$ cat config.mk
export PLATFORM = sky130hd
export DESIGN_NAME = seg_display_arbiter_flat
export DESIGN_NICKNAME = d
export VERILOG_FILES = /design/src/rtl/seg_display_if.sv /design/src/rtl/seg_display_arbiter.sv /design/src/flat_wrapper.sv
export SDC_FILE = /design/constraint.sdc
export NUM_CORES = 1
export LEC_CHECK = 0
export BUFFER_PORTS_ARGS = -buffer_cell sky130_fd_sc_hd__buf_2
export CORE_MARGIN = 8
export CORE_UTILIZATION = 45
export DETAILED_ROUTE_END_ITERATION = 12
export GPL_TIMING_DRIVEN = 0
export HOLD_SLACK_MARGIN = 0.1
export PLACE_DENSITY = 0.76
export SLEW_MARGIN = 20
export SYNTH_ARGS = -nofsm -noshare
export SYNTH_HDL_FRONTEND = slang
export SYNTH_SLANG_ARGS = --single-unit
$ cat constraint.sdc
create_clock -name clk -period 2.73 [get_ports clk]
set_clock_uncertainty 0.15 [all_clocks]
set_input_delay 0.4095 -clock clk [delete_from_list [all_inputs] [get_ports clk]]
set_output_delay 0.4095 -clock clk [all_outputs]
set_load 0.1 [all_outputs]
$ cat src/rtl/seg_display_if.sv
// Source-select and display-pin bundle shared by the arbiter and whatever drives it.
// The master side supplies select, segment patterns and controls; the slave side drives the pins.
interface seg_display_if #(
   parameter int unsigned NSRC = 4,
   parameter int unsigned NDIG = 8
);
   localparam int unsigned SRC_W = (NSRC > 1) ? $clog2(NSRC) : 1;

   logic [NSRC-1:0]        src_sel;
   logic [NSRC*NDIG*7-1:0] src_seg;
   logic [NDIG-1:0]        blink_mask;
   logic                   display_en;
   logic [NDIG-1:0]        AN;
   logic [6:0]             led;
   logic [SRC_W-1:0]       cur_src;
   logic                   sel_err;

   modport master (
      output src_sel, src_seg, blink_mask, display_en,
      input  AN, led, cur_src, sel_err
   );

   modport slave (
      input  src_sel, src_seg, blink_mask, display_en,
      output AN, led, cur_src, sel_err
   );
endinterface

$ cat src/rtl/seg_display_arbiter.sv
// Multiplexed 7-segment driver that picks one of NSRC sources by one-hot select,
// blanks all digits for BLANK_CYC cycles on a source switch, and supports blink/enable.
module seg_display_arbiter #(
   parameter int unsigned NSRC        = 4,
   parameter int unsigned NDIG        = 8,
   parameter int unsigned REFRESH_DIV = 100000,
   parameter int unsigned BLANK_CYC   = 200000,
   parameter int unsigned BLINK_DIV   = 25000000
) (
   input  logic         clk,
   input  logic         rst,
   seg_display_if.slave bus
);
   localparam int unsigned SRC_W   = (NSRC > 1) ? $clog2(NSRC) : 1;
   localparam int unsigned DIG_W   = (NDIG > 1) ? $clog2(NDIG) : 1;
   localparam int unsigned REF_W   = (REFRESH_DIV > 1) ? $clog2(REFRESH_DIV) : 1;
   localparam int unsigned BLANK_W = (BLANK_CYC > 1) ? $clog2(BLANK_CYC) : 1;
   localparam int unsigned BLINK_W = (BLINK_DIV > 1) ? $clog2(BLINK_DIV) : 1;

   localparam logic [0:0] ST_SHOW  = 1'b0;
   localparam logic [0:0] ST_BLANK = 1'b1;

   logic [REF_W-1:0]   r_refresh_cnt;
   logic [DIG_W-1:0]   r_digit_idx;
   logic [BLINK_W-1:0] r_blink_cnt;
   logic               r_blink_phase;

   logic [0:0]         r_state,     w_state_nxt;
   logic [BLANK_W-1:0] r_blank_cnt, w_blank_cnt_nxt;
   logic [SRC_W-1:0]   r_cap_idx,   w_cap_idx_nxt;
   logic [SRC_W-1:0]   r_cur_src,   w_cur_src_nxt;

   logic               w_valid;
   logic [SRC_W-1:0]   w_sel_idx;
   logic               w_dark;
   logic [6:0]         w_seg;

   logic [NDIG-1:0]    r_an;
   logic [6:0]         r_led;
   logic               r_sel_err;

   // Digit scan and blink timebase; free-running regardless of FSM or enable.
   always_ff @(posedge clk) begin
      if (rst) begin
         r_refresh_cnt <= '0;
         r_digit_idx   <= '0;
         r_blink_cnt   <= '0;
         r_blink_phase <= 1'b1;
      end else begin
         if (r_refresh_cnt == REF_W'(REFRESH_DIV - 1)) begin
            r_refresh_cnt <= '0;
            r_digit_idx   <= (r_digit_idx == DIG_W'(NDIG - 1)) ? '0 : r_digit_idx + 1'b1;
         end else begin
            r_refresh_cnt <= r_refresh_cnt + 1'b1;
         end
         if (r_blink_cnt == BLINK_W'(BLINK_DIV - 1)) begin
            r_blink_cnt   <= '0;
            r_blink_phase <= ~r_blink_phase;
         end else begin
            r_blink_cnt   <= r_blink_cnt + 1'b1;
         end
      end
   end

   always_comb begin
      w_sel_idx = '0;
      for (int unsigned i = 0; i < NSRC; i++) begin
         if (bus.src_sel[i]) w_sel_idx = SRC_W'(i);
      end
      w_valid = ($countones(bus.src_sel) == 1);
   end

   always_ff @(posedge clk) begin
      if (rst) begin
         r_state     <= ST_SHOW;
         r_blank_cnt <= '0;
         r_cap_idx   <= '0;
         r_cur_src   <= '0;
      end else begin
         r_state     <= w_state_nxt;
         r_blank_cnt <= w_blank_cnt_nxt;
         r_cap_idx   <= w_cap_idx_nxt;
         r_cur_src   <= w_cur_src_nxt;
      end
   end

   // Invalid selects are ignored entirely; a return to the shown source aborts blanking.
   always_comb begin
      w_state_nxt     = r_state;
      w_blank_cnt_nxt = r_blank_cnt;
      w_cap_idx_nxt   = r_cap_idx;
      w_cur_src_nxt   = r_cur_src;
      case (r_state)
         ST_SHOW: begin
            if (w_valid && (w_sel_idx != r_cur_src)) begin
               w_state_nxt     = ST_BLANK;
               w_blank_cnt_nxt = '0;
               w_cap_idx_nxt   = w_sel_idx;
            end
         end
         ST_BLANK: begin
            if (w_valid && (w_sel_idx == r_cur_src)) begin
               w_state_nxt     = ST_SHOW;
               w_blank_cnt_nxt = '0;
            end else if (w_valid && (w_sel_idx != r_cap_idx)) begin
               w_blank_cnt_nxt = '0;
               w_cap_idx_nxt   = w_sel_idx;
            end else if (r_blank_cnt == BLANK_W'(BLANK_CYC - 1)) begin
               w_state_nxt     = ST_SHOW;
               w_blank_cnt_nxt = '0;
               w_cur_src_nxt   = r_cap_idx;
            end else begin
               w_blank_cnt_nxt = r_blank_cnt + 1'b1;
            end
         end
         default: w_state_nxt = ST_SHOW;
      endcase
   end

   always_comb begin
      w_seg = '0;
      for (int unsigned s = 0; s < NSRC; s++) begin
         for (int unsigned d = 0; d < NDIG; d++) begin
            if ((r_cur_src == SRC_W'(s)) && (r_digit_idx == DIG_W'(d)))
               w_seg = bus.src_seg[(s*NDIG+d)*7 +: 7];
         end
      end
      w_dark = (r_state == ST_BLANK) || !bus.display_en ||
               (bus.blink_mask[r_digit_idx] && !r_blink_phase);
   end

   // Registered pin drivers keep anode/cathode transitions glitch-free.
   always_ff @(posedge clk) begin
      if (rst) begin
         r_an      <= '1;
         r_led     <= 7'h7F;
         r_sel_err <= 1'b0;
      end else begin
         r_an      <= w_dark ? '1 : ~(NDIG'(1) << r_digit_idx);
         r_led     <= w_dark ? 7'h7F : ~w_seg;
         r_sel_err <= !w_valid;
      end
   end

   assign bus.AN      = r_an;
   assign bus.led     = r_led;
   assign bus.cur_src = r_cur_src;
   assign bus.sel_err = r_sel_err;
endmodule
$ cat src/flat_wrapper.sv
// flat-port wrapper written by rule: the top's interface ports become plain ports
module seg_display_arbiter_flat 
#(
   parameter int unsigned NSRC        = 4,
   parameter int unsigned NDIG        = 8,
   parameter int unsigned REFRESH_DIV = 100000,
   parameter int unsigned BLANK_CYC   = 200000,
   parameter int unsigned BLINK_DIV   = 25000000
)
  (clk, rst, bus_src_sel, bus_src_seg, bus_blink_mask, bus_display_en, bus_AN, bus_led, bus_cur_src, bus_sel_err);
  seg_display_if #(.NSRC(NSRC), .NDIG(NDIG)) bus_i ();
  input  logic clk;
  input  logic rst;
  input wire logic [$bits(bus_i.src_sel)-1:0] bus_src_sel;
  input wire logic [$bits(bus_i.src_seg)-1:0] bus_src_seg;
  input wire logic [$bits(bus_i.blink_mask)-1:0] bus_blink_mask;
  input wire logic [$bits(bus_i.display_en)-1:0] bus_display_en;
  output wire logic [$bits(bus_i.AN)-1:0] bus_AN;
  output wire logic [$bits(bus_i.led)-1:0] bus_led;
  output wire logic [$bits(bus_i.cur_src)-1:0] bus_cur_src;
  output wire logic [$bits(bus_i.sel_err)-1:0] bus_sel_err;
  assign bus_i.src_sel = bus_src_sel;
  assign bus_i.src_seg = bus_src_seg;
  assign bus_i.blink_mask = bus_blink_mask;
  assign bus_i.display_en = bus_display_en;
  assign bus_AN = bus_i.AN;
  assign bus_led = bus_i.led;
  assign bus_cur_src = bus_i.cur_src;
  assign bus_sel_err = bus_i.sel_err;
  seg_display_arbiter #(.NSRC(NSRC), .NDIG(NDIG), .REFRESH_DIV(REFRESH_DIV), .BLANK_CYC(BLANK_CYC), .BLINK_DIV(BLINK_DIV)) u_core (.clk(clk), .rst(rst), .bus(bus_i));
endmodule
==> impl_metrics.py <==
metrics = {
    "timing": {
        "min_period_ns": 2.86,
        "fmax_mhz": 350,
        "grt_setup_unrepaired": "true",
        "slew-limit-headroom_pct": 54.5,
        "finalMaxSlewViolations": 0,
        "setup_viol": 3,
        "worst-slew-pin-transition_ns": 0.676,
        "whs_ns": 0.188,
        "min_period_over_period_pct": 105,
        "hold_viol": 0,
        "setup_ws_ns": -0.129,
    },
    "die": {
        "start_util_pct": 45.6,
        "die_h_um": 142,
        "die_area_um2": 20200,
        "placeableCoreArea_um2": 15700,
        "ios": 257,
        "die_x_um": 142,
        "row_count": 46,
    },
    "route": {
        "dr.pass1.iters": 6,
        "wl_per_cell_um": 24.5,
        "vias_per_cell": 6.44,
        "postRouteAntennaNets": 0,
        "drcViolationCount": 0,
        "initialDrtViolationCount": 1184,
        "vias": 9708,
        "wirelength_um": 37000,
    },
    "worst_setup_path": {
        "path_class": "flip-flop to flip-flop",
        "end_kind": "flip-flop",
        "cp_data_arrival_time_ns": 2.95,
        "cp_max_fo": 5,
        "startpoint_type": "flip-flop",
        "required_ns": 2.82,
    },
    "power_and_ir_drop": {
        "sequentialPowerShare_pct": 40.6,
        "power.share.clock_pct": 40.1,
        "p_per_area_nw_per_um2": 319,
        "power_uw": 3160,
        "pwr-share-comb_pct": 19.2,
        "p_leak_uw": 0.00399,
        "sw_frac_of_total_pct": 32.1,
        "power_switching_uw": 1010,
        "p_int_uw": 2140,
        "ir_drop_uv": 616,
    },
    "synth": {
        "synth_fa_ha_area_share_pct": 2.55,
        "synthSimpleGateAreaFrac_pct": 35.3,
        "syn-cell-area_um2": 7170,
        "netlist-cell-type-count": 86,
        "ys_ff_latch": 85,
        "synth_edf_count": 0,
        "synthMuxAreaShare_pct": 1.05,
        "synth_top_family_by_area": "simple AND/OR/NAND/NOR gates",
        "synth-main-ff-cell": "dfxtp_1",
        "synthArstFlopShare_pct": 0,
        "synth_nets": 1242,
        "yosysSeqAreaShare_pct": 23.7,
        "avgSynthCellArea_um2": 7.25,
        "synth_compound_area_share_pct": 26.4,
        "synthCells": 989,
        "synth_warnings": 0,
        "synthXorXnorAreaFrac_pct": 5.13,
    },
    "layout": {
        "area_delta_synth_final_pct": 38.0,
        "drive_gt1_share_pct": 34.7,
        "nets": 1540,
        "antenna_cells": 0,
        "nFillCells": 1441,
    },
    "global_route": {
        "overflow": 0,
        "grtUsageTotal_pct": 35.1,
        "grt_max_degree": 19,
        "grt_pass1_vias": 9185,
        "grt_pass1_wl_um": 54100,
        "antenna_found_initial": 0,
    },
    "clock_tree": {
        "clock_path_buffers": 2,
        "cts_root_buf": "clkbuf_16",
        "cts_tree": "yes",
        "clock_latency_ns": 0.37,
        "htreeDepth": 3,
        "clkSinkCount": 85,
        "cts_made_buffers": 9,
        "cts.clk_slew.worst_paths_ns": 0.08,
    },
    "outcome": {
        "violations": "negative setup slack",
        "status": "finished with violations",
    },
    "placement": {
        "portBuffers": 255,
        "gp_congestion": 1.06,
        "dp_hpwl_um": 28500,
    },
    "worst_hold_path": {
        "hold_path_class": "primary input to flip-flop",
    },
    "job": {
        "maxCapViolations": 0,
    },
}
power by group through the flow:
| stage | clock network, µW | logic (µW) | registers, µW |
|---|---|---|---|
| floorplan | 0 | 212 | 1380 |
| global placement | 0 | 573 | 1310 |
| detailed placement | 0 | 572 | 1310 |
| CTS | 1270 | 583 | 1290 |
| global route | 1330 | 643 | 1290 |
| finish | 1270 | 608 | 1280 |
through the flow:
stage	setup slack [ns]	cell area (µm²)	utilization [%]	cells	TNS [ns]
2_1_floorplan	0.0635	7170	-	989	0
3_3_place_gp	-0.935	8720	55.5	1460	-11.75
3_5_place_dp	-0.975	8720	55.5	1460	-12.08
4_1_cts	-0.0192	9520	60.6	1495	-0.0210
5_1_grt	-0.0768	9900	63.0	1508	-0.201
6_report	-0.129	9900	63.0	1508	-0.253
registers in the layout (all words and copies together) (netlist names):
register,flops
u_core.r_blink_cnt,25
u_core.r_blank_cnt,18
u_core.r_refresh_cnt,17
u_core.bus.AN,8
u_core.bus.led,7
u_core.r_digit_idx,3
u_core.bus.cur_src,2
u_core.r_cap_idx,2
u_core.bus.sel_err,1
u_core.r_blink_phase,1
u_core.r_state,1
metal layers:
metal  routed length (µm)  share of wire, %  track usage (%)
met5                    0                 0                0
met4                 2630               7.1             23.8
met3                 4070                11             7.68
met2                16800                45             56.7
met1                13500                37             41.0
cell type report:
| class | count | area (µm²) | share of cell area [%] |
|---|---|---|---|
| inverter | 23 | 100 | 1.01 |
| buffer | 70 | 494 | 4.99 |
| multi-input combinational | 807 | 5470 | 55.3 |
| tap | 216 | 270 | 2.73 |
| clock inverter | 7 | 75.1 | 0.759 |
| sequential | 85 | 1710 | 17.3 |
| clock buffer | 9 | 225 | 2.28 |
| timing repair buffer | 291 | 1550 | 15.6 |
synth_stat cells (7+ instances only):
library cell  number  area share [%]
a211oi_1          15             1.6
a21oi_1           49             3.4
a221oi_1          12             1.5
a22oi_1           11             1.2
a31oi_1           28             2.4
and3_1            22             1.9
and4_1             7            0.86
and4b_1            9             1.3
buf_2             24             1.7
clkbuf_1          41             2.1
dfxtp_1           85              24
ha_1              13             2.3
inv_1             22             1.2
nand2_1          103             5.4
nand2b_1          14             1.2
nand3_1           49             3.4
nand3b_1          10             1.0
nand4_1           12             1.0
nand4b_1          13             1.6
nor2_1           126             6.6
nor2b_1           11            0.96
nor3_1            30             2.1
nor4_1            10            0.87
nor4bb_1           7            0.98
o211ai_1          14             1.5
o21ai_0           49             3.4
o22ai_1           12             1.0
o32ai_1            9             1.1
xnor2_1           22             2.7
xor2_1            20             2.4
worst paths after layout:
path                                                          from                               end  slack, ns  cells after the start
worst max-delay path            u_core.r_digit_idx[2]$_SDFFE_PP0P_      u_core.bus.led[0]$_SDFF_PP1_      -0.13                     12
worst min-delay path                              bus_src_seg[147]      u_core.bus.led[0]$_SDFF_PP1_       0.19                      4
worst max register to register  u_core.r_digit_idx[2]$_SDFFE_PP0P_      u_core.bus.led[0]$_SDFF_PP1_      -0.13                     12
worst min register to register    u_core.r_blink_cnt[0]$_SDFF_PP0_  u_core.r_blink_cnt[0]$_SDFF_PP0_       0.31                      1
placed cells by master, fill, tap and decap left out, drive strengths merged, types with 6 or more instances in the layout:
| cell | count |
|---|---|
| or2 | 6 |
| nor4bb | 8 |
| a22oi | 11 |
| nor4 | 11 |
| nand3 | 50 |
| nand3b | 10 |
| a2111oi | 6 |
| nand2b | 14 |
| nand4b | 14 |
| o22ai | 12 |
| a31oi | 28 |
| inv | 23 |
| a221oi | 12 |
| nand2 | 103 |
| nor2 | 126 |
| clkbuf | 41 |
| a21oi | 49 |
| and2 | 6 |
| dfxtp | 85 |
| nor2b | 11 |
| o21ai | 49 |
| o32ai | 9 |
| and4b | 9 |
| o211ai | 14 |
| xor2 | 20 |
| and4 | 7 |
| o221ai | 6 |
| nand4 | 12 |
| a211oi | 15 |
| nor3 | 31 |
| or3 | 6 |
| ha | 13 |
| nor3b | 7 |
| buf | 329 |
| xnor2 | 22 |
| and3 | 22 |
repair_timing:
action                                  in CTS  in global routing
buffers inserted                            20                 16
gates cloned                                 1                  0
pin swaps                                   17                 22
gates resized for setup                     97                 83
endpoints found under the setup margin      25                 30
hold buffers                                 0                  0
cell families (layout without fill, tap and decap cells):
kind of cell,after synthesis,in the layout
multiplexers,5,5
AO/OA/AOI/OAI,272,272
XOR/XNOR,42,42
flip-flops,85,85
buffers and inverters,97,400
AND/OR/NAND/NOR,474,474
adder cells (fa/ha/maj),14,14
worst max-delay path, cell delays in order (launching register included):
cell	delay [ns]
dfxtp_2	0.34
buf_6	0.11
buf_8	0.11
clkinvlp_4	0.12
ha_4	0.20
buf_8	0.15
nor4_4	0.26
buf_4	0.21
o21ai_0	0.08
o211ai_1	0.33
a2111oi_2	0.14
nor4_2	0.40
o41ai_1	0.15
Note: power is estimated with default switching activity, not from simulation.
